[config.mk]
export PLATFORM = sky130hd
export DESIGN_NAME = restoring_divider_param_flat
export DESIGN_NICKNAME = d
export VERILOG_FILES = /design/src/rtl/divider_pkg.sv /design/src/rtl/restoring_divider_param_if.sv /design/src/rtl/restoring_div_step.sv /design/src/rtl/restoring_divider_param.sv /design/src/flat_wrapper.sv
export SDC_FILE = /design/constraint.sdc
export NUM_CORES = 1
export LEC_CHECK = 0
export CAP_MARGIN = 20
export CELL_PAD_IN_SITES_DETAIL_PLACEMENT = 0
export CELL_PAD_IN_SITES_GLOBAL_PLACEMENT = 2
export CORE_AREA = 2 2 137 139
export DETAILED_ROUTE_END_ITERATION = 10
export DIE_AREA = 0 0 139 141
export GPL_TIMING_DRIVEN = 0
export PLACE_DENSITY_LB_ADDON = 0.2
export SETUP_SLACK_MARGIN = 0.1
export SLEW_MARGIN = 20
export SYNTH_ARGS = -nofsm -noshare
export SYNTH_HDL_FRONTEND = slang
export SYNTH_SLANG_ARGS = --single-unit
[constraint.sdc]
create_clock -name clk -period 8.5 [get_ports clk]
set_clock_uncertainty 0.05 [all_clocks]
set_input_delay 0.85 -clock clk [delete_from_list [all_inputs] [get_ports clk]]
set_output_delay 0.85 -clock clk [all_outputs]
set_load 0.01 [all_outputs]
[src/rtl/divider_pkg.sv]
// Shared definitions for the restoring divider: FSM state encoding and default operand width.
package divider_pkg;

  localparam int unsigned DefaultWidth = 16;

  typedef enum logic [1:0] {
    StIdle   = 2'd0,
    StLoad   = 2'd1,
    StDivide = 2'd2,
    StFix    = 2'd3
  } div_state_e;

endpackage

[src/rtl/restoring_divider_param_if.sv]
// Request/result bundle of the restoring divider; clock and reset stay outside.
interface restoring_divider_param_if #(
  parameter int unsigned WIDTH = divider_pkg::DefaultWidth
);
  logic             start;
  logic             signed_mode;
  logic [WIDTH-1:0] A;
  logic [WIDTH-1:0] B;
  logic [WIDTH-1:0] Quotient;
  logic [WIDTH-1:0] Remainder;
  logic             ready;
  logic             busy;
  logic             error;

  modport master (
    output start, signed_mode, A, B,
    input  Quotient, Remainder, ready, busy, error
  );

  modport slave (
    input  start, signed_mode, A, B,
    output Quotient, Remainder, ready, busy, error
  );
endinterface

[src/rtl/restoring_div_step.sv]
// One restoring-division iteration: shift {R,Q} left, trial-subtract B, restore on borrow.
module restoring_div_step #(
  parameter int unsigned WIDTH = 16
) (
  input  logic [WIDTH-1:0] r_i,
  input  logic [WIDTH-1:0] q_i,
  input  logic [WIDTH-1:0] b_i,
  output logic [WIDTH-1:0] r_o,
  output logic [WIDTH-1:0] q_o
);

  logic [WIDTH:0] shifted;
  logic [WIDTH:0] trial;

  always_comb begin
    shifted = {r_i, q_i[WIDTH-1]};
    // Top bit of the WIDTH+1 bit difference is the borrow: set means restore.
    trial   = shifted - {1'b0, b_i};
    r_o     = trial[WIDTH] ? shifted[WIDTH-1:0] : trial[WIDTH-1:0];
    q_o     = {q_i[WIDTH-2:0], ~trial[WIDTH]};
  end

endmodule

[src/rtl/restoring_divider_param.sv]
// Multi-cycle signed/unsigned restoring divider: IDLE -> LOAD -> DIVIDE (WIDTH cycles) -> FIX.
module restoring_divider_param
  import divider_pkg::*;
#(
  parameter int unsigned WIDTH = DefaultWidth
) (
  input  logic                      clk,
  input  logic                      rst,
  restoring_divider_param_if.slave  bus
);

  localparam int unsigned CntW = $clog2(WIDTH + 1);
  localparam logic [WIDTH-1:0] MinNeg = {1'b1, {(WIDTH-1){1'b0}}};

  div_state_e       state_q, state_d;
  logic [WIDTH-1:0] q_q, q_d;
  logic [WIDTH-1:0] r_q, r_d;
  logic [WIDTH-1:0] b_q, b_d;
  logic [CntW-1:0]  cnt_q, cnt_d;
  logic             sm_q, sm_d;
  logic             qneg_q, qneg_d;
  logic             rneg_q, rneg_d;
  logic [WIDTH-1:0] quot_q, quot_d;
  logic [WIDTH-1:0] rem_q, rem_d;
  logic             ready_q, ready_d;
  logic             busy_q, busy_d;
  logic             err_q, err_d;

  logic [WIDTH-1:0] step_r, step_q;

  restoring_div_step #(
    .WIDTH (WIDTH)
  ) u_step (
    .r_i (r_q),
    .q_i (q_q),
    .b_i (b_q),
    .r_o (step_r),
    .q_o (step_q)
  );

  always_comb begin
    state_d = state_q;
    q_d     = q_q;
    r_d     = r_q;
    b_d     = b_q;
    cnt_d   = cnt_q;
    sm_d    = sm_q;
    qneg_d  = qneg_q;
    rneg_d  = rneg_q;
    quot_d  = quot_q;
    rem_d   = rem_q;
    ready_d = ready_q;
    busy_d  = busy_q;
    err_d   = err_q;

    unique case (state_q)
      StIdle: begin
        if (bus.start) begin
          // The dividend is parked in the quotient register until LOAD decides the path.
          q_d     = bus.A;
          b_d     = bus.B;
          sm_d    = bus.signed_mode;
          ready_d = 1'b0;
          err_d   = 1'b0;
          busy_d  = 1'b1;
          state_d = StLoad;
        end
      end
      StLoad: begin
        if (b_q == '0) begin
          quot_d  = '0;
          rem_d   = q_q;
          ready_d = 1'b1;
          err_d   = 1'b1;
          busy_d  = 1'b0;
          state_d = StIdle;
        end else if (sm_q && (q_q == MinNeg) && (&b_q)) begin
          quot_d  = q_q;
          rem_d   = '0;
          ready_d = 1'b1;
          err_d   = 1'b1;
          busy_d  = 1'b0;
          state_d = StIdle;
        end else begin
          q_d     = (sm_q && q_q[WIDTH-1]) ? -q_q : q_q;
          b_d     = (sm_q && b_q[WIDTH-1]) ? -b_q : b_q;
          r_d     = '0;
          qneg_d  = sm_q & (q_q[WIDTH-1] ^ b_q[WIDTH-1]);
          rneg_d  = sm_q & q_q[WIDTH-1];
          cnt_d   = CntW'(WIDTH);
          state_d = StDivide;
        end
      end
      StDivide: begin
        r_d   = step_r;
        q_d   = step_q;
        cnt_d = cnt_q - CntW'(1);
        if (cnt_q == CntW'(1)) begin
          state_d = StFix;
        end
      end
      StFix: begin
        quot_d  = qneg_q ? -q_q : q_q;
        rem_d   = rneg_q ? -r_q : r_q;
        ready_d = 1'b1;
        err_d   = 1'b0;
        busy_d  = 1'b0;
        state_d = StIdle;
      end
      default: begin
        state_d = StIdle;
      end
    endcase
  end

  always_ff @(posedge clk or negedge rst) begin
    if (!rst) begin
      state_q <= StIdle;
      q_q     <= '0;
      r_q     <= '0;
      b_q     <= '0;
      cnt_q   <= '0;
      sm_q    <= 1'b0;
      qneg_q  <= 1'b0;
      rneg_q  <= 1'b0;
      quot_q  <= '0;
      rem_q   <= '0;
      ready_q <= 1'b0;
      busy_q  <= 1'b0;
      err_q   <= 1'b0;
    end else begin
      state_q <= state_d;
      q_q     <= q_d;
      r_q     <= r_d;
      b_q     <= b_d;
      cnt_q   <= cnt_d;
      sm_q    <= sm_d;
      qneg_q  <= qneg_d;
      rneg_q  <= rneg_d;
      quot_q  <= quot_d;
      rem_q   <= rem_d;
      ready_q <= ready_d;
      busy_q  <= busy_d;
      err_q   <= err_d;
    end
  end

  assign bus.Quotient  = quot_q;
  assign bus.Remainder = rem_q;
  assign bus.ready     = ready_q;
  assign bus.busy      = busy_q;
  assign bus.error     = err_q;

endmodule

[src/flat_wrapper.sv]
// flat-port wrapper written by rule: the top's interface ports become plain ports
module restoring_divider_param_flat import divider_pkg::*;
#(
  parameter int unsigned WIDTH = DefaultWidth
)
  (clk, rst, bus_start, bus_signed_mode, bus_A, bus_B, bus_Quotient, bus_Remainder, bus_ready, bus_busy, bus_error);
  restoring_divider_param_if #(.WIDTH(WIDTH)) bus_i ();
  input  logic clk;
  input  logic rst;
  input wire logic [$bits(bus_i.start)-1:0] bus_start;
  input wire logic [$bits(bus_i.signed_mode)-1:0] bus_signed_mode;
  input wire logic [$bits(bus_i.A)-1:0] bus_A;
  input wire logic [$bits(bus_i.B)-1:0] bus_B;
  output wire logic [$bits(bus_i.Quotient)-1:0] bus_Quotient;
  output wire logic [$bits(bus_i.Remainder)-1:0] bus_Remainder;
  output wire logic [$bits(bus_i.ready)-1:0] bus_ready;
  output wire logic [$bits(bus_i.busy)-1:0] bus_busy;
  output wire logic [$bits(bus_i.error)-1:0] bus_error;
  assign bus_i.start = bus_start;
  assign bus_i.signed_mode = bus_signed_mode;
  assign bus_i.A = bus_A;
  assign bus_i.B = bus_B;
  assign bus_Quotient = bus_i.Quotient;
  assign bus_Remainder = bus_i.Remainder;
  assign bus_ready = bus_i.ready;
  assign bus_busy = bus_i.busy;
  assign bus_error = bus_i.error;
  restoring_divider_param #(.WIDTH(WIDTH)) u_core (.clk(clk), .rst(rst), .bus(bus_i));
endmodule
; After elaboration in Yosys (flattened, before gate mapping)
; Cells that the tools add are included.
[word_totals]
regBits = 93
input_bits = 36
out_inout_bits = 35
word_cells = 95
[classes]
n_addsub = 5
eq_ne = 12
n_mux = 39
n_bitwise = 6
n_reduce_logical = 20
[ops]
columns = operator, count
row1 = $mux 16, 17
row2 = $pmux 16 s2, 4
row3 = $neg 16->16, 3
row4 = $pmux 16 s3, 1
row5 = $sub 17x16->17, 1
row6 = $eq 16x16->1 const B, 1
row7 = $logic_not 16->1, 1
row8 = $reduce_and 16->1, 1
row9 = $mux 5, 2
row10 = $pmux 5 s2, 1
row11 = $reduce_and 5->1, 2
row12 = $pmux 1 s3, 3
row13 = $reduce_and 3->1, 3
row14 = $mux 2, 4
row15 = $pmux 2 s4, 1
row16 = $mux 1, 6
row17 = $ne 2x1->1 const B, 3
row18 = $ne 2x2->1 const B, 3
row19 = $reduce_and 2->1, 3
row20 = $reduce_bool 2->1, 3
row21 = $reduce_bool 3->1, 2
row22 = $eq 5x1->1 const B, 1
row23 = $sub 5x1->5 const B, 1
row24 = $eq 2x2->1 const B, 2
row25 = 7 further kinds, 13

; Logic depth before layout (Yosys ltp)
; Gate-level depths: netlist (run 1).
[depth]
word_depth = 6
ltp_mapped = 12

; Modules after synthesis
; A second synthesis (run 1) with hierarchy kept.
[hier_totals]
hier_cells = 835
hier_area_um2 = 7098.1
[by_module_without_submodules]
columns = module, n_inst, cells_per_inst, area_per_inst_um2
row1 = restoring_divider_param, 1, 692, 5973.2
row2 = restoring_div_step, 1, 143, 1124.8

; Least setup slack after synthesis (run 1)
; OpenSTA, ideal clock, no wires.
[synth_path]
kind = register to register
start = register u_core.q_q[15]
end = register u_core.q_q[0]
setup_time_ps = 104
arrival_ps = 2795
t_required_ps = 8346
setup_slack_ps = 5551
stages_incl_launch_ff = 13
n_path_buf = 2
path_cell_list = dfrtp_1 > clkbuf_1 > inv_1 > ha_1 > fa_1 > nand2b_1 > a21oi_1 > o21ai_0 > mux2i_1 > nand2_1 > clkbuf_1 > nand2_1 > a221oi_1
[synth_between]
elab_chain_cells = 5
[synth_lines]
columns = item, line
row1 = "start, declared", restoring_divider_param.sv:16  ; logic [WIDTH-1:0] q_q, q_d;
row2 = "start signal, assigned", restoring_divider_param.sv:133  ; q_q <= q_d;
row3 = "parallel branches: the longest is 5 deep, another holds $sub 17x16->17", --
; Parallel ways; which one is timed is not known.
; A chain may end at the register's enable or synchronous reset.

; Worst setup path in the final report (run 1)
[layout_path]
start = register u_core.q_q[15]
end = register u_core.r_q[9]
[layout_between]
elab_chain_cells = 5
[layout_lines]
columns = item, line
row1 = "parallel branches: the longest is 5 deep, another holds $sub 17x16->17", --
row2 = "end signal, assigned", restoring_divider_param.sv:134  ; r_q <= r_d;
row3 = "end, declared", restoring_divider_param.sv:17  ; logic [WIDTH-1:0] r_q, r_d;
; Parallel ways; which one is timed is not known.

==> impl_metrics.json, run 1 <==
{
  "outcome": "finished clean",
  "grt_antenna_before_repair": 0,
  "pwr-share-comb_pct": 59.8,
  "cts_tree": "done",
  "n_antenna_cell": 0,
  "crit_path_end_kind": "register",
  "final_common_cell": "nand2_1",
  "ys_ff_latch": 93,
  "fp-row-count": 50,
  "grt_pass1_vias": 6371,
  "initial_core_util_pct": 36.36,
  "layout-area-overhead-vs-synth_pct": 19.86,
  "die_area_um2": 19600,
  "wl_per_cell_um": 19.51,
  "start_kind": "register",
  "finalSetupViolations": 0,
  "grt_overflow": 0,
  "viasPerCell": 5.699,
  "core_area_um2": 18270,
  "peakVddDrop_v": 0.0001567,
  "ys_seq_area_share_pct": 35.04,
  "swShare_pct": 50.31,
  "numCtsBuffers": 9,
  "hold_buffers": 0,
  "nets": 964,
  "avgSynthCellArea_um2": 8.129,
  "worst_slew_pin_slew_ps": 907.2,
  "postSynth.asyncResetShare_pct": 100.0,
  "required_ps": 8710,
  "setup_slack_ps": 4477,
  "cts_root_buf": "clkbuf_16",
  "rsz0062_at_grt": "false",
  "critPathMaxFanout": 10,
  "maxSlewHeadroom_pct": 38.96,
  "max-cap-violations": 0,
  "drc": 0,
  "die_y_um": 141,
  "vias": 6486,
  "fp.dieW_um": 139,
  "htree_levels": 3,
  "timing.setup.tns_ps": 0,
  "slew_viol_final": 0,
  "fill_cells": 1864,
  "place_area_um2": 7664,
  "finalWirelength_mm": 22.21,
  "portBuffers": 70,
  "final_core_util_pct": 43.58,
  "syn_area_um2": 6641,
  "most-common-layout-cells": "nand2_1, dfrtp_1, o21ai_0",
  "hold_violations": 0,
  "postCtsSetupBuffers": 0,
  "path_class": "reg -> reg",
  "dp_slack_ps": 4516,
  "dr.pass1.iters": 5,
  "syn_nets": 882,
  "layout_min_cycle_time_ps": 4023,
  "cts.clk_slew.worst_paths_ps": 80,
  "synth-edff-count": 0,
  "drive_above_1_share_pct": 5.642,
  "final_area_um2": 7960,
  "seqPwrFrac_pct": 25.7,
  "clk-insertion-delay-late_ps": 360,
  "grt_pass1_wl_mm": 35.42,
  "cts_buffer_depth": 2,
  "grt.total_usage_pct": 22.86,
  "p_leak_nw": 3.227,
  "cts_num_sinks": 93,
  "clock_power_share_pct": 14.5,
  "gp_congestion": 0.8719,
  "antenna_left": 0,
  "power.density_nw_per_um2": 359.5,
  "hold_path.class": "in -> async",
  "p_int_mw": 1.422,
  "worstPathArrival_ps": 4240,
  "drt_iter0_drc": 395,
  "dp_hpwl_mm": 16.75,
  "io-pin-count": 71,
  "fin_crit_sh_pct": 47.33,
  "synth_cells": 817,
  "p_sw_mw": 1.440,
  "synth.distinct_cells": 65,
  "yosysWarnings": 0,
  "cts_resized": 0,
  "timing.fmax_mhz": 248.6,
  "synthFlopType": "dfrtp_1",
  "grt_max_degree": 52,
  "fin_total_pwr_mw": 2.862
}
-- worst max-delay path, stage by stage, from the launching register on --
cell	delay, ps
dfrtp_1	330
clkbuf_1	500
inv_1	100
ha_1	230
fa_1	390
nand2b_1	200
a21oi_1	200
o21ai_0	250
mux2i_1	220
nand2_1	290
clkbuf_1	640
nand3_1	250
o211ai_1	270
-- cell usage after synthesis, drive strengths merged, types with 13 or more instances --
library cell  number  area [um^2]
nand2            128        480.5
dfrtp             93         2327
o21ai             80        404.1
a21oi             62        310.3
clkbuf            44        166.4
nor2              39        146.4
inv               31        116.4
o31ai             30        252.7
ha                28        350.3
nand3             27        135.1
xnor2             27        236.5
buf               18        107.6
a22oi             16        120.1
mux2i             15        150.1
a31oi             13        81.33
-- final cells by class --
class | count | area, um^2 | area share, %
Buffer | 62 | 274.0 | 3.442
Clock buffer | 9 | 225.2 | 2.829
Clock inverter | 7 | 71.32 | 0.8959
Inverter | 31 | 116.4 | 1.462
Multi-Input combinational cell | 631 | 3924 | 49.29
Sequential cell | 93 | 2327 | 29.24
Tap cell | 234 | 292.8 | 3.678
Timing Repair Buffer | 71 | 729.5 | 9.164
-- power by group through the flow --
stage,clock (mW),combinational (mW),sequential [mW]
6_report,0.415,1.71,0.735
4_1_cts,0.418,1.71,0.733
2_1_floorplan,0,1.16,0.713
3_3_place_gp,0,1.68,0.737
5_1_grt,0.435,1.90,0.756
3_5_place_dp,0,1.70,0.742
-- sequential cells by signal (all words and copies together), names as in the netlist, named ones only --
register / cells
u_core.bus.busy: 1
u_core.cnt_q: 5
u_core.bus.Quotient: 16
u_core.r_q: 16
u_core.sm_q: 1
u_core.bus.error: 1
u_core.state_q: 1
u_core.q_q: 16
u_core.rneg_q: 1
u_core.qneg_q: 1
u_core.bus.ready: 1
u_core.bus.Remainder: 16
u_core.b_q: 16
-- through the flow --
stage               hold slack [ps]  cells
floorplan                     422.1    817
global placement              412.8   1121
detailed placement            412.9   1122
CTS                           357.8   1138
global route                  373.1   1138
finish                        342.5   1138
-- cells by family after synthesis --
logic type	Yosys count	share of synthesized area [%]
and+or+nand+nor	275	19.57
AOI/OAI and AO/OA	273	26.34
buffers and inverters	93	5.878
DFF	93	35.04
xor gates and xnor gates	34	4.484
adders and majority gates	29	5.577
muxes	20	3.108
-- layer usage --
layer / wire [um] / global-route usage [%]
met1: 10070 / 30.24
met2: 10890 / 39.31
met3: 808 / 2.887
met4: 437 / 6.911
met5: 0 / 0
-- path summary, 6_finish.rpt --
path / start / slack (ps) / end / cells after the start
setup reg to reg: u_core.q_q[15] / 4480 / u_core.r_q[9] / 12
setup / recovery: u_core.q_q[15] / 4480 / u_core.r_q[9] / 12
min in group clk: u_core.bus.Quotient[7] / 420 / u_core.bus.Quotient[7] / 2
hold reg to reg: u_core.bus.Quotient[7] / 420 / u_core.bus.Quotient[7] / 2
hold / removal: rst / 340 / u_core.q_q[8] / 1
max in group asynchronous: rst / 7440 / u_core.r_q[11] / 2
No activity file was read; power rests on OpenSTA's default activity.
==> run 2, diff against run 1 <==
Settings changed: CORE_AREA 2 2 137 139 to 2 2 143 145, DIE_AREA 0 0 139 141 to 0 0 145 147.
Clock period 8.5 ns to 3.97 ns, I/O delays scaled along.
==> run 2 against run 1 <==
Against the previous run:
- worst hold slack better by 91 ps
- utilization down 3.0 points
- global-route usage down 1.3 points
- via count down 1.1%
- non-clock buffer count unchanged
- setup slack worse by 4100 ps
- wire length up 1.0%
- design area up 1.1%
- clock-buffer cell count unchanged
- fmax up 13%
- die area up 8.8%
- clock power up 140%
- critical endpoint is now u_core.r_q[2]
- largest cell class unchanged
- highest routed layer unchanged
==> impl_metrics.json, run 2 (synthesized netlist as in run 1, its figures left out) <==
{
  "maxSlewHeadroom_pct": 36.10,
  "reg2regPathDepth": 11,
  "worstHoldStart": "u_core.bus.Quotient[6]",
  "dr.pass1.iters": 7,
  "clk-insertion-delay-late_ps": 360,
  "place_area_um2": 7709,
  "vias": 6415,
  "fp.dieW_um": 145,
  "grt.total_usage_pct": 21.52,
  "postCtsSetupBuffers": 0,
  "cts_num_sinks": 93,
  "layout_min_cycle_time_ps": 3553,
  "rrSetupSlack_ps": 420,
  "layout-area-overhead-vs-synth_pct": 21.16,
  "viasPerCell": 5.464,
  "cts_buffer_depth": 2,
  "drt_iter0_drc": 476,
  "seq_area_um2": 2327,
  "crit_path_end_kind": "register",
  "dp_hpwl_mm": 17.06,
  "p_leak_nw": 3.253,
  "n_antenna_cell": 0,
  "grt_overflow": 0,
  "die_y_um": 147,
  "power.density_nw_per_um2": 774.3,
  "portBuffers": 70,
  "grt_pass1_wl_mm": 36.19,
  "worstReg2RegEnd": "u_core.r_q[2]",
  "r2r_start": "u_core.q_q[15]",
  "finalWirelength_mm": 22.43,
  "timing.fmax_mhz": 281.4,
  "gp_congestion": 0.8453,
  "hold_path.class": "reg -> reg",
  "start_kind": "register",
  "antenna_left": 0,
  "required_ps": 4130,
  "finalSetupViolations": 0,
  "final_common_cell": "nand2_1",
  "holdWs_ps": 433.5,
  "cts_root_buf": "clkbuf_16",
  "hold_violations": 0,
  "outcome": "finished clean",
  "final_area_um2": 8046,
  "initial_core_util_pct": 33.47,
  "most-common-layout-cells": "nand2_1, dfrtp_1, o21ai_0",
  "nets": 964,
  "path_class": "reg -> reg",
  "io-pin-count": 71,
  "fill_cells": 2031,
  "grt_pass1_vias": 6423,
  "multiInputGateArea_um2": 3924,
  "worstPathArrival_ps": 3710,
  "htree_levels": 3,
  "die_area_um2": 21320,
  "core_area_um2": 19840,
  "fin_crit_sh_pct": 89.50,
  "critPathMaxFanout": 10,
  "max-cap-violations": 0,
  "slew_viol_final": 0,
  "fp-row-count": 52,
  "final_core_util_pct": 40.55,
  "grt_max_degree": 60,
  "drive_above_1_share_pct": 5.752,
  "drc": 0,
  "hold_end": "u_core.bus.Quotient[6]",
  "rsz0062_at_grt": "false",
  "worst_slew_pin_slew_ps": 952.2,
  "grt_antenna_before_repair": 0,
  "worstHoldPathCells": 2,
  "peakVddDrop_v": 0.0002916,
  "wl_per_cell_um": 19.11,
  "cts.clk_slew.worst_paths_ps": 80,
  "numCtsBuffers": 9,
  "cts_tree": "done"
}
-- run 2: area by class of cell --
class / count / share of cell area (%)
Clock buffer: 9 / 2.799
Sequential cell: 93 / 28.92
Tap cell: 270 / 4.198
Clock inverter: 7 / 1.306
Multi-Input combinational cell: 631 / 48.76
Buffer: 61 / 3.374
Timing Repair Buffer: 72 / 9.190
Inverter: 31 / 1.446
-- run 2: critical path, cell delays in order, from the launching register on --
cell      delay (ps)
dfrtp_1          720
inv_1            100
ha_1             230
fa_1             380
nand2b_1         200
a21oi_1          190
o21ai_0          230
mux2i_1          310
nand2_1          250
clkbuf_2         360
a31oi_1          280
o31ai_1          100
-- run 2: how the worst max path moves through the flow --
stage | from | to | slack, ps | cells after the start
6_report | u_core.q_q[15] | u_core.r_q[2] | 420 | 11
5_1_grt | u_core.q_q[15] | u_core.r_q[8] | 120 | 11
4_1_cts | u_core.q_q[15] | u_core.r_q[2] | 240 | 12
3_5_place_dp | u_core.q_q[15] | u_core.r_q[9] | -20 | 12
3_3_place_gp | rst | u_core.bus.Remainder[15] | -1290 | 1
2_1_floorplan | u_core.q_q[15] | u_core.q_q[0] | 1020 | 12
-- run 2: what timing repair did --
item | in CTS | in global routing
hold endpoints to repair | 34 | 0
setup endpoints to repair | 9 | 10
hold buffers | 1 | 0
gates resized for setup | 1 | 0
-- run 2: per-stage QoR --
stage | worst slack, ps | instances | setup TNS (ps) | power, mW
after floorplan | 1021 | 817 | 0 | 4.003
after global placement | -1293 | 1157 | -119810 | 5.189
after detailed placement | -19.73 | 1158 | -19.73 | 5.251
after CTS | 240.0 | 1175 | 0 | 6.255
after global routing | 118.4 | 1174 | 0 | 6.747
final | 416.9 | 1174 | 0 | 6.231
-- run 2: where the power goes --
group / internal [mW] / switching [mW]
combinational: 1.33 / 2.32
sequential: 1.27 / 0.323
clock: 0.563 / 0.421
total: 3.16 / 3.07
-- run 2: routing by layer --
metal  vias to the layer above  share of wire, %  GRT usage [%]
met2                       157                48          35.71
met1                      3098                46          28.36
met5                         -                 0              0
met4                         0               2.9          8.465
li1                       3124                 -              -
met3                        36               3.5          3.261
==> run 3, diff against run 2 <==
Settings changed: ABC_AREA from default to 1, CORE_AREA 2 2 143 145 to 2 2 156 158, DIE_AREA 0 0 145 147 to 0 0 158 160.
==> run 3 against run 2 <==
Against the previous run:
- die area rose by 19%
- via count rose by 21%
- design area rose by 10%
- global-route usage barely moved
- clock power fell by 10%
- critical endpoint is now u_core.r_q[5]
- highest routed layer unchanged
- combinational power rose by 17%
- final cell count rose by 37%
==> impl_metrics.json, run 3 <==
{
  "drive_above_1_share_pct": 4.758,
  "setup_slack_ps": 868.2,
  "clock_power_share_pct": 12.9,
  "portBuffers": 70,
  "cp_top_family": "simple AND/OR/NAND/NOR gates",
  "cts_tree": "done",
  "maxSlewHeadroom_pct": 46.78,
  "pwr-share-comb_pct": 63.0,
  "dp_slack_ps": 874.5,
  "path_buf_inv": 3,
  "layout-area-overhead-vs-synth_pct": 19.42,
  "synth_compound_area_share_pct": 11.62,
  "seq_area_um2": 2327,
  "dr.pass1.iters": 6,
  "grt_max_degree": 56,
  "grt_pass1_wl_mm": 41.99,
  "postCtsSetupBuffers": 0,
  "cts_resized": 0,
  "holdWs_ps": 428.5,
  "worstHoldPathCells": 2,
  "vias": 7740,
  "crit_path_end_kind": "register",
  "cts_root_buf": "clkbuf_16",
  "syn_area_um2": 7411,
  "synth_cells": 1194,
  "synth_adder_area_share_pct": 4.997,
  "fp-row-count": 57,
  "nets": 1342,
  "critPathMaxFanout": 10,
  "final_core_util_pct": 37.15,
  "reg2regPathDepth": 16,
  "clk-insertion-delay-late_ps": 350,
  "drt_iter0_drc": 467,
  "most-common-layout-cells": "nand2_1, inv_1, nor2_1",
  "crit_path_max_incr_delay_ps": 560,
  "core_area_um2": 23820,
  "instances_no_fill": 1606,
  "drc": 0,
  "hold_violations": 0,
  "layout_min_cycle_time_ps": 3102,
  "syn_nets": 1259,
  "io-pin-count": 71,
  "hold_path.class": "reg -> reg",
  "finalWirelength_mm": 26.31,
  "max-cap-violations": 0,
  "viasPerCell": 4.819,
  "seqPwrFrac_pct": 24.1,
  "p_int_mw": 3.167,
  "fin_crit_sh_pct": 78.13,
  "synth_top_area_share_pct": 31.40,
  "peakVddDrop_v": 0.0002960,
  "rsz0062_at_grt": "false",
  "slowest_stage": "dfrtp_1",
  "die_y_um": 160,
  "avgSynthCellArea_um2": 6.207,
  "synth_top_family_by_area": "simple AND/OR/NAND/NOR gates",
  "outcome": "finished clean",
  "grt.total_usage_pct": 21.56,
  "hold_buffers": 1,
  "synth.distinct_cells": 40,
  "yosysWarnings": 0,
  "yosysTopAreaCell": "dfrtp_1",
  "htree_levels": 3,
  "start_kind": "register",
  "finalSetupViolations": 0,
  "timing.fmax_mhz": 322.4,
  "die_area_um2": 25280,
  "final_area_um2": 8850,
  "synthSimpleGateAreaFrac_pct": 40.69,
  "ys_seq_area_share_pct": 31.40,
  "cts_num_sinks": 93,
  "hold_end": "u_core.bus.Quotient[8]",
  "gp_congestion": 0.8751,
  "fin_total_pwr_mw": 6.830,
  "antenna_left": 0,
  "cpMostUsedCell": "nand2_1",
  "postSynth.asyncResetShare_pct": 100.0,
  "grt_overflow": 0,
  "grt_antenna_before_repair": 0,
  "synth_xor_area_share_pct": 1.773,
  "swShare_pct": 53.62,
  "synthFlopType": "dfrtp_1",
  "fill_cells": 2692,
  "final_common_cell": "nand2_1",
  "place_area_um2": 8546,
  "initial_core_util_pct": 31.11,
  "cts_buffer_depth": 2,
  "multiInputGateArea_um2": 4378,
  "path_class": "reg -> reg",
  "fp.dieW_um": 158,
  "synthMuxAreaShare_pct": 0,
  "yosysMostFrequentCell": "nand2_1",
  "worstReg2RegEnd": "u_core.r_q[5]",
  "cp_cell_sequence": "inv_2 > ha_1 > fa_1 > inv_1 > nand3_1 > nand2_1 > nand2_1 > nand2_1 > nand2_1 > nand2_1 > nand2_1 > nand2_1 > buf_2 > nand2_1 > nand3_1 > nand2_1",
  "dp_hpwl_mm": 21.05,
  "synth-edff-count": 0,
  "worstPathArrival_ps": 3300,
  "ys_ff_latch": 93,
  "p_leak_nw": 4.488,
  "r2r_start": "u_core.q_q[15]",
  "post_synth_most_frequent_cells": "nand2_1, inv_1, nor2_1",
  "n_antenna_cell": 0,
  "cts.clk_slew.worst_paths_ps": 70,
  "slew_viol_final": 0,
  "timing.setup.tns_ps": 0,
  "wl_per_cell_um": 16.38,
  "numCtsBuffers": 9,
  "worst_slew_pin_slew_ps": 798.3,
  "grt_pass1_vias": 7594,
  "power.density_nw_per_um2": 771.7,
  "dp_cells": 1589,
  "p_sw_mw": 3.662,
  "required_ps": 4160,
  "synth_area_leaders": "dfrtp_1, nand2_1, nand3_1, inv_1, nor2_1",
  "rrSetupSlack_ps": 870,
  "worstHoldStart": "u_core.bus.Quotient[8]"
}
[run 3: cell types whose count changed after synthesis, moves of 16 or more]
cell,change
xnor2_1,-20
clkbuf_1,-18
a22oi_1,-16
inv_1,+85
o31ai_1,-24
nand3_1,+65
nor2_1,+60
nand2_1,+352
[run 3: metal layers]
layer	wire length [um]	GRT usage, %	share of wire (%)
met5	0	0	0
met4	408	4.586	1.6
met3	1023	2.931	3.9
met2	11560	33.68	44
met1	13320	31.69	51
[run 3: tightest hold or removal path: stages (launching register included)]
cell	delay [ps]
dfrtp_1	340
nand2_1	50
nand2_1	50
[run 3: cell type report]
class / count / share of cell area, %
buffer: 47 / 2.686
clock buffer: 11 / 2.856
clock inverter: 5 / 0.4666
inverter: 123 / 5.288
multi-input combinational: 931 / 49.47
sequential: 93 / 26.30
tap: 324 / 4.581
timing repair buffer: 72 / 8.356
[run 3: cells by family after synthesis]
| kind of cell | count (synthesis) |
|---|---|
| simple gates | 726 |
| fa+ha+maj | 29 |
| xor+xnor | 15 |
| compound gates | 161 |
| flops | 93 |
| buf+inv | 170 |
[run 3: how the worst max path moves through the flow]
stage	from	endpoint	slack (ps)	cells after the start
floorplan	u_core.q_q[15]	u_core.r_q[12]	1600	16
global placement	rst	u_core.bus.ready	-1530	1
detailed placement	u_core.q_q[15]	u_core.r_q[5]	870	16
CTS	u_core.q_q[15]	u_core.r_q[5]	850	16
global route	u_core.q_q[15]	u_core.r_q[6]	570	16
finish	u_core.q_q[15]	u_core.r_q[5]	870	16
[run 3: power by group through the flow]
stage | registers (mW) | logic, mW | clock network (mW)
6_report | 1.65 | 4.30 | 0.881
4_1_cts | 1.64 | 4.34 | 0.908
2_1_floorplan | 1.57 | 2.92 | 0
5_1_grt | 1.69 | 4.92 | 0.933
3_5_place_dp | 1.65 | 4.31 | 0
3_3_place_gp | 1.66 | 4.32 | 0
